<file path="config.mk">
export PLATFORM = sky130hd
export DESIGN_NAME = step_scheduler_flat
export DESIGN_NICKNAME = d
export VERILOG_FILES = /design/src/rtl/ulti_motion_pkg.sv /design/src/rtl/step_scheduler_if.sv /design/src/rtl/cmd_fifo.sv /design/src/rtl/step_scheduler.sv /design/src/flat_wrapper.sv
export SDC_FILE = /design/constraint.sdc
export NUM_CORES = 1
export LEC_CHECK = 0
export BUFFER_PORTS_ARGS = -buffer_cell sky130_fd_sc_hd__buf_2
export CAP_MARGIN = 20
export CORE_ASPECT_RATIO = 0.5
export CORE_MARGIN = 1
export CORE_UTILIZATION = 40
export CTS_CLUSTER_SIZE = 25
export DETAILED_ROUTE_END_ITERATION = 6
export GPL_TIMING_DRIVEN = 0
export REMOVE_ABC_BUFFERS = 1
export SETUP_SLACK_MARGIN = 0.05
export SYNTH_ARGS = -nofsm -noshare
export SYNTH_HDL_FRONTEND = slang
export SYNTH_SLANG_ARGS = --single-unit
</file>
<file path="constraint.sdc">
create_clock -name clk -period 4.5 [get_ports clk]
set_input_delay 1.35 -clock clk [delete_from_list [all_inputs] [get_ports clk]]
set_output_delay 1.35 -clock clk [all_outputs]
set_load 0.02 [all_outputs]
</file>
<file path="src/rtl/ulti_motion_pkg.sv">
// rtl/ulti_motion_pkg.sv - shared types and widths for the step scheduler
// Contents: scheduler state enum, step/period counter widths, queued move word.
package ulti_motion_pkg;

   localparam int STEP_CNT_W = 24;
   localparam int PERIOD_W   = 16;
   localparam int CMD_W      = 1 + STEP_CNT_W + PERIOD_W;

   typedef enum logic [2:0] {
      IDLE,
      LOAD,
      DIR_SETUP,
      PULSE_HIGH,
      PULSE_LOW,
      ABORT_WAIT
   } state_e;

   // Queued move word, packed as {dir, steps, period}.
   typedef struct packed {
      logic                  dir;
      logic [STEP_CNT_W-1:0] steps;
      logic [PERIOD_W-1:0]   period;
   } move_cmd_t;

endpackage

</file>
<file path="src/rtl/step_scheduler_if.sv">
// rtl/step_scheduler_if.sv - move command handshake bundle
// Signals:
//   cmd_valid  - command offered (master -> slave)
//   cmd_ready  - command accepted on cmd_valid && cmd_ready (slave -> master)
//   cmd_dir    - move direction
//   cmd_steps  - unsigned step count
//   cmd_period - unsigned cycles between step rising edges
interface step_scheduler_if;
   import ulti_motion_pkg::*;

   logic                  cmd_valid;
   logic                  cmd_ready;
   logic                  cmd_dir;
   logic [STEP_CNT_W-1:0] cmd_steps;
   logic [PERIOD_W-1:0]   cmd_period;

   modport master (
      output cmd_valid,
      output cmd_dir,
      output cmd_steps,
      output cmd_period,
      input  cmd_ready
   );

   modport slave (
      input  cmd_valid,
      input  cmd_dir,
      input  cmd_steps,
      input  cmd_period,
      output cmd_ready
   );
endinterface

</file>
<file path="src/rtl/cmd_fifo.sv">
// rtl/cmd_fifo.sv - synchronous show-ahead command FIFO with flush
// Ports:
//   clk, reset   - clock, synchronous active-high reset
//   flush_i      - empty the FIFO at the next edge (wins over push/pop)
//   push_i       - write push_data_i (ignored when full)
//   pop_i        - drop the head entry (ignored when empty)
//   pop_data_o   - current head entry
//   full_o       - DEPTH entries held
//   empty_o      - no entries held
//   level_o      - entry count
module cmd_fifo #(
   parameter int DEPTH = 4,
   parameter int WIDTH = 41
) (
   input  logic                     clk,
   input  logic                     reset,
   input  logic                     flush_i,
   input  logic                     push_i,
   input  logic [WIDTH-1:0]         push_data_i,
   input  logic                     pop_i,
   output logic [WIDTH-1:0]         pop_data_o,
   output logic                     full_o,
   output logic                     empty_o,
   output logic [$clog2(DEPTH):0]   level_o
);
   localparam int AW = $clog2(DEPTH);
   localparam logic [AW:0] LVL_FULL = (AW + 1)'(DEPTH);

   logic [WIDTH-1:0] mem_q [DEPTH];
   logic [AW-1:0]    wr_ptr_q;
   logic [AW-1:0]    rd_ptr_q;
   logic [AW:0]      level_q;
   logic             do_push;
   logic             do_pop;

   assign full_o     = (level_q == LVL_FULL);
   assign empty_o    = (level_q == '0);
   assign level_o    = level_q;
   assign pop_data_o = mem_q[rd_ptr_q];
   assign do_push    = push_i && !full_o;
   assign do_pop     = pop_i && !empty_o;

   // Pointers wrap naturally because DEPTH is a power of two.
   always_ff @(posedge clk) begin
      if (reset || flush_i) begin
         wr_ptr_q <= '0;
         rd_ptr_q <= '0;
         level_q  <= '0;
      end else begin
         if (do_push) wr_ptr_q <= wr_ptr_q + 1'b1;
         if (do_pop)  rd_ptr_q <= rd_ptr_q + 1'b1;
         case ({do_push, do_pop})
            2'b10:   level_q <= level_q + 1'b1;
            2'b01:   level_q <= level_q - 1'b1;
            default: level_q <= level_q;
         endcase
      end
   end

   always_ff @(posedge clk) begin
      if (do_push) mem_q[wr_ptr_q] <= push_data_i;
   end

endmodule

</file>
<file path="src/rtl/step_scheduler.sv">
// rtl/step_scheduler.sv - queued stepper-motor move scheduler
// Ports:
//   clk, reset       - clock, synchronous active-high reset
//   cmd              - move command handshake (slave side)
//   abort            - level; flush queue and stop motion
//   step             - registered step pulse
//   dir              - registered direction
//   busy             - moving or commands queued
//   move_done        - one-cycle pulse on normal completion
//   aborted          - one-cycle pulse when an abort completes
//   queue_level      - queued command count
//   steps_remaining  - steps left in the active command
module step_scheduler
   import ulti_motion_pkg::*;
#(
   parameter int FIFO_DEPTH        = 4,
   parameter int STEP_PULSE_CYCLES = 8,
   parameter int DIR_SETUP_CYCLES  = 4
) (
   input  logic                        clk,
   input  logic                        reset,
   step_scheduler_if.slave             cmd,
   input  logic                        abort,
   output logic                        step,
   output logic                        dir,
   output logic                        busy,
   output logic                        move_done,
   output logic                        aborted,
   output logic [$clog2(FIFO_DEPTH):0] queue_level,
   output logic [STEP_CNT_W-1:0]       steps_remaining
);
   localparam logic [PERIOD_W-1:0] HIGH_CYC   = PERIOD_W'(STEP_PULSE_CYCLES);
   localparam logic [PERIOD_W-1:0] HIGH_LOAD  = PERIOD_W'(STEP_PULSE_CYCLES - 1);
   localparam logic [PERIOD_W-1:0] SETUP_LOAD = PERIOD_W'(DIR_SETUP_CYCLES - 1);

   state_e                state_q, state_d;
   logic [PERIOD_W-1:0]   cnt_q, cnt_d;
   logic [STEP_CNT_W-1:0] steps_q, steps_d;
   logic                  dir_q, dir_d;
   logic                  act_dir_q, act_dir_d;
   logic [PERIOD_W-1:0]   act_period_q, act_period_d;
   logic                  step_q, step_d;
   logic                  move_done_q, move_done_d;
   logic                  aborted_q, aborted_d;

   logic                  fifo_full;
   logic                  fifo_empty;
   logic                  fifo_pop;
   logic [CMD_W-1:0]      fifo_head;
   move_cmd_t             head;
   logic [PERIOD_W-1:0]   low_load;
   logic                  go_high;
   logic                  go_abort;

   assign cmd.cmd_ready = !fifo_full && !abort && (state_q != ABORT_WAIT);
   assign head          = move_cmd_t'(fifo_head);

   // Low time is effective period minus high time; a short period is
   // clamped so at least one low cycle always separates pulses.
   assign low_load = (act_period_q > HIGH_CYC) ? (act_period_q - HIGH_CYC - 1'b1) : '0;

   cmd_fifo #(
      .DEPTH (FIFO_DEPTH),
      .WIDTH (CMD_W)
   ) u_cmd_fifo (
      .clk         (clk),
      .reset       (reset),
      .flush_i     (abort),
      .push_i      (cmd.cmd_valid && cmd.cmd_ready),
      .push_data_i ({cmd.cmd_dir, cmd.cmd_steps, cmd.cmd_period}),
      .pop_i       (fifo_pop),
      .pop_data_o  (fifo_head),
      .full_o      (fifo_full),
      .empty_o     (fifo_empty),
      .level_o     (queue_level)
   );

   always_comb begin
      state_d      = state_q;
      cnt_d        = cnt_q;
      steps_d      = steps_q;
      dir_d        = dir_q;
      act_dir_d    = act_dir_q;
      act_period_d = act_period_q;
      move_done_d  = 1'b0;
      aborted_d    = 1'b0;
      fifo_pop     = 1'b0;
      go_high      = 1'b0;
      go_abort     = 1'b0;

      case (state_q)
         IDLE: begin
            if (abort) begin
               // Only report an abort when there was queued work to discard.
               aborted_d = !fifo_empty;
            end else if (!fifo_empty) begin
               fifo_pop     = 1'b1;
               act_dir_d    = head.dir;
               act_period_d = head.period;
               steps_d      = head.steps;
               state_d      = LOAD;
            end
         end
         LOAD: begin
            if (abort) begin
               go_abort = 1'b1;
            end else if (steps_q == '0) begin
               move_done_d = 1'b1;
               state_d     = IDLE;
            end else if (act_dir_q != dir_q) begin
               dir_d   = act_dir_q;
               cnt_d   = SETUP_LOAD;
               state_d = DIR_SETUP;
            end else begin
               go_high = 1'b1;
            end
         end
         DIR_SETUP: begin
            if (abort)             go_abort = 1'b1;
            else if (cnt_q == '0)  go_high  = 1'b1;
            else                   cnt_d    = cnt_q - 1'b1;
         end
         PULSE_HIGH: begin
            if (abort) begin
               // Finish the high time rather than cutting the pulse short.
               if (cnt_q == '0) go_abort = 1'b1;
               else begin
                  cnt_d   = cnt_q - 1'b1;
                  state_d = ABORT_WAIT;
               end
            end else if (cnt_q == '0) begin
               cnt_d   = low_load;
               state_d = PULSE_LOW;
            end else begin
               cnt_d = cnt_q - 1'b1;
            end
         end
         PULSE_LOW: begin
            if (abort) begin
               go_abort = 1'b1;
            end else if (cnt_q == '0) begin
               if (steps_q == '0) begin
                  move_done_d = 1'b1;
                  state_d     = IDLE;
               end else begin
                  go_high = 1'b1;
               end
            end else begin
               cnt_d = cnt_q - 1'b1;
            end
         end
         ABORT_WAIT: begin
            if (cnt_q == '0) go_abort = 1'b1;
            else             cnt_d    = cnt_q - 1'b1;
         end
         default: state_d = IDLE;
      endcase

      if (go_high) begin
         state_d = PULSE_HIGH;
         cnt_d   = HIGH_LOAD;
         steps_d = steps_q - 1'b1;
      end
      if (go_abort) begin
         state_d   = IDLE;
         cnt_d     = '0;
         steps_d   = '0;
         aborted_d = 1'b1;
      end
   end

   assign step_d = (state_d == PULSE_HIGH) || (state_d == ABORT_WAIT);

   always_ff @(posedge clk) begin
      if (reset) begin
         state_q      <= IDLE;
         cnt_q        <= '0;
         steps_q      <= '0;
         dir_q        <= 1'b0;
         act_dir_q    <= 1'b0;
         act_period_q <= '0;
         step_q       <= 1'b0;
         move_done_q  <= 1'b0;
         aborted_q    <= 1'b0;
      end else begin
         state_q      <= state_d;
         cnt_q        <= cnt_d;
         steps_q      <= steps_d;
         dir_q        <= dir_d;
         act_dir_q    <= act_dir_d;
         act_period_q <= act_period_d;
         step_q       <= step_d;
         move_done_q  <= move_done_d;
         aborted_q    <= aborted_d;
      end
   end

   assign step            = step_q;
   assign dir             = dir_q;
   assign busy            = (state_q != IDLE) || !fifo_empty;
   assign move_done       = move_done_q;
   assign aborted         = aborted_q;
   assign steps_remaining = steps_q;

endmodule

</file>
<file path="src/flat_wrapper.sv">
// flat-port wrapper written by rule: the top's interface ports become plain ports
module step_scheduler_flat import ulti_motion_pkg::*;
#(
   parameter int FIFO_DEPTH        = 4,
   parameter int STEP_PULSE_CYCLES = 8,
   parameter int DIR_SETUP_CYCLES  = 4
)
  (clk, reset, abort, step, dir, busy, move_done, aborted, queue_level, steps_remaining, cmd_cmd_valid, cmd_cmd_dir, cmd_cmd_steps, cmd_cmd_period, cmd_cmd_ready);
  step_scheduler_if cmd_i ();
  input  logic clk;
  input  logic reset;
  input  logic abort;
  output logic step;
  output logic dir;
  output logic busy;
  output logic move_done;
  output logic aborted;
  output logic [$clog2(FIFO_DEPTH):0] queue_level;
  output logic [STEP_CNT_W-1:0] steps_remaining;
  input wire logic [$bits(cmd_i.cmd_valid)-1:0] cmd_cmd_valid;
  input wire logic [$bits(cmd_i.cmd_dir)-1:0] cmd_cmd_dir;
  input wire logic [$bits(cmd_i.cmd_steps)-1:0] cmd_cmd_steps;
  input wire logic [$bits(cmd_i.cmd_period)-1:0] cmd_cmd_period;
  output wire logic [$bits(cmd_i.cmd_ready)-1:0] cmd_cmd_ready;
  assign cmd_i.cmd_valid = cmd_cmd_valid;
  assign cmd_i.cmd_dir = cmd_cmd_dir;
  assign cmd_i.cmd_steps = cmd_cmd_steps;
  assign cmd_i.cmd_period = cmd_cmd_period;
  assign cmd_cmd_ready = cmd_i.cmd_ready;
  step_scheduler #(.FIFO_DEPTH(FIFO_DEPTH), .STEP_PULSE_CYCLES(STEP_PULSE_CYCLES), .DIR_SETUP_CYCLES(DIR_SETUP_CYCLES)) u_core (.clk(clk), .reset(reset), .cmd(cmd_i), .abort(abort), .step(step), .dir(dir), .busy(busy), .move_done(move_done), .aborted(aborted), .queue_level(queue_level), .steps_remaining(steps_remaining));
endmodule
</file>
==> impl_metrics.yaml <==
drt:
  drt-initial-drc-count: 581
  viasPerCell: 5.67
  drcViolationCount: 0
  drt_wirelength_mm: 24.3
  route.antenna.remaining_nets: 0
  routedWlPerCell_um: 19.9
  via_count: 6927
  first_pass_drt_iterations: 5
pwr:
  pwr_density_cell_mw_per_mm2: 466
  static-leakage-power_uw: 0.00406
  peak_supply_drop_uv: 206
sta:
  setup-violations-final: 0
  fin_crit_ns: 4.21
  fin_ws_ns: 0.290
  hold-worst-slack_ns: 0.492
  max_slew.worst_pin.slew_ns: 1.25
  maxSlewHeadroom_pct: 16.8
  hold_viol_final: 0
  setup_tns_ns: 0
  grt_setup_unrepaired: "no"
  maxSlewViolCount: 0
  finalCritPeriodShare_pct: 93.6
  clock_skew_ns: 0.0219
  max_clock_freq_mhz: 238
global_route:
  grt_start_max_net_pins: 42
  grt_antenna_before_repair: 0
  global_route_wire_length_before_repair_mm: 37.8
  grt.overflow.total: 0
  grt_usage_pct: 18.4
  first_global_vias: 6768
finish:
  finish.net_count: 918
  antenna_cells: 0
  post_route_cells_drive_above_1_share_pct: 21.6
  area_delta_synth_final_pct: 15.2
clock_network:
  tritoncts: "built"
  clkLatencyLatePin_ns: 0.52
  clock_tree.htree_level_count: 1
  clock_path_buffers: 3
  tritoncts_num_sinks: 237
  cts.root.buffer_cell: "clkbuf_16"
  cts-hold-fix-buffers: 0
  tritoncts.num_buffers: 22
  worst_setup_hold_path_clk_slew_ns: 0.06
logic_synthesis:
  async_flop_share_pct: 0
  ys.flop_type: "edfxtp_1"
  postSynthCellCount: 795
  yosys-top-cells-count: "edfxtp_1, nand2_1, dfxtp_1, a21oi_1, o21ai_0"
  syn_area_mm2: 0.0103
  most_repeated_cell_in_the_gate_level_netlist_after_synthesis: "edfxtp_1"
  synth_area_leader: "edfxtp_1"
  netlist_top_cells_area: "edfxtp_1, dfxtp_1, mux4_2"
  synth-seq-cells: 237
  yosys_warnings: 0
  syn_area_per_cell_um2: 13.0
  synth.lib_cells_used.distinct: 71
  synth_enable_flop_cells: 164
  synth.yosys.seq_area_share_pct: 62.0
  share_of_the_synthesized_area_in_the_top_cell_type_pct: 47.8
placed_design:
  gp_routability_congestion: 0.881
  post_place_setup_slack_ns: -0.578
  place_hpwl_mm: 16.4
  port_buffers: 77
die:
  placeable_core_region_mm2: 0.0252
  floorplan.rows: 41
  die_y_um: 115
  fp.dieArea_mm2: 0.0264
  io_pins: 78
  die_boundary_width_um: 229
  initial_utilization_pct: 40.8
worst_setup_path:
  arrival_time_at_the_worst_endpoint_ns: 4.65
  cp.buffers_inverters: 3
  max_fo_critical_path: 41
  timing.reg2reg.worst_path_depth: 9
  worstPathCellList: "buf_2, or2_2, or4_2, inv_6, ha_1, inv_1, fa_1, xor2_1, or3_1, a21oi_1"
  crit_slowest_cell: "or4_2"
  setup.reg_to_reg.worst_slack_ns: 0.82
  critical-path-max-stage-delay_ns: 1.01
  endpoint_kind: "flop"
  crit-reg2reg-launch: "u_core.state_q[2]$_SDFF_PP0_"
  critPathTopFamily: "simple AND/OR/NAND/NOR gates"
  timing_worst_setup_path_type: "in -> reg"
  crit_required_ns: 4.94
  regToRegEndpoint: "u_core.u_cmd_fifo.level_o[2]$_SDFFE_PP0P_"
  critPathLaunchType: "primary input"
worst_hold_path:
  min_from: "u_core.act_dir_q$_SDFFE_PP0P_"
  min_path_type: "reg -> reg"
  min_delay_path_depth: 2
  min_delay_worst_endpoint: "u_core.act_dir_q$_SDFFE_PP0P_"
run_status:
  status: "finished clean"
flow_run:
  drv_cap: 0
==> worst max path at each step <==
stage	start	end	slack, ns	depth (start not counted)
finish	abort	u_core.u_cmd_fifo.level_o[2]$_SDFFE_PP0P_	0.29	10
global route	abort	u_core.u_cmd_fifo.level_o[2]$_SDFFE_PP0P_	0.14	10
global placement	abort	u_core.cnt_q[15]$_SDFFE_PP0P_	-1.04	6
CTS	abort	u_core.u_cmd_fifo.level_o[2]$_SDFFE_PP0P_	0.20	10
floorplan	abort	u_core.u_cmd_fifo.level_o[2]$_SDFFE_PP0P_	0.25	9
detailed placement	abort	u_core.u_cmd_fifo.level_o[2]$_SDFFE_PP0P_	-0.58	10
==> power breakdown <==
group | switching [uW] | internal (uW) | total (uW)
Combinational | 758 | 348 | 1110
Clock | 815 | 1140 | 1950
Sequential | 71.7 | 2400 | 2470
==> placed cells by master, fill, tap and decap left out, drive strengths merged, types with 4 or more instances in the layout <==
master / n
edfxtp: 164
buf: 84
nand2: 78
dfxtp: 73
a21oi: 58
o21ai: 46
nor2: 44
mux4: 41
clkbuf: 26
nor3: 24
inv: 21
or3: 14
a31oi: 14
nor4: 12
nand3: 11
xor2: 10
ha: 10
xnor2: 9
o21a: 9
a211oi: 9
a311oi: 8
and3: 8
or4: 8
nand4: 7
clkinv: 7
or2: 6
o31ai: 6
nand2b: 5
and2: 4
and4: 4
bufinv: 4
o211ai: 4
==> state kept, by name, indices dropped and copies added (netlist names), 2 cells and up, named ones only <==
register and flops:
u_core.u_cmd_fifo.mem_q 164, u_core.steps_remaining 24, u_core.act_period_q 16, u_core.cnt_q 16
u_core.state_q 3, u_core.u_cmd_fifo.level_o 3, u_core.u_cmd_fifo.rd_ptr_q 2, u_core.u_cmd_fifo.wr_ptr_q 2
==> through the flow <==
stage / std cells / utilization (%) / area, um^2 / total power (uW)
CTS: 1222 / 47.0 / 11900 / 5540
finish: 1222 / 47.0 / 11900 / 5530
global placement: 1175 / 43.4 / 10900 / 3580
global route: 1222 / 47.0 / 11900 / 5770
detailed placement: 1182 / 44.0 / 11100 / 3600
floorplan: 754 / - / 10100 / 3240
==> cell type report <==
class	instances	area [um^2]
Tap cell	344	430
Multi-Input combinational cell	496	3690
Inverter	21	83.8
Fill cell	2260	13400
Clock inverter	14	188
Sequential cell	237	6390
Timing Repair Buffer	84	520
Clock buffer	26	566
==> cell families (layout without fill, tap and decap cells) <==
group / Yosys count / in the layout / synth area share, %
compound gates: 190 / 190 / 11.8
xor+xnor: 19 / 19 / 1.62
fa+ha+maj: 11 / 11 / 1.41
buf+inv: 62 / 145 / 2.41
flops: 237 / 237 / 62.0
mux: 43 / 43 / 9.16
simple gates: 233 / 233 / 11.6
==> repair_timing <==
| item | CTS | global route |
|---|---|---|
| cloned | 0 | 0 |
| pin swaps | 0 | 0 |
| resized for setup | 1 | 1 |
| endpoints found under the setup margin | 1 | 1 |
| setup buffers | 0 | 0 |
==> worst register-to-register path, stage by stage (launching register included) <==
cell and delay (ns):
dfxtp_1 0.44, or2_2 0.37, or4_2 1.01, inv_6 0.49
ha_1 0.26, inv_1 0.06, fa_1 0.37, xor2_1 0.16
or3_1 0.30, a21oi_1 0.14
==> per-layer routing <==
layer  part of all wire [%]  GRT usage [%]  routed length [um]
met2                     46           30.8               11200
met4                    2.5           5.16                 616
met5                      0              0                   0
met3                    5.9           3.76                1430
met1                     45           24.6               11000
Power figures use the tool's default switching activity.
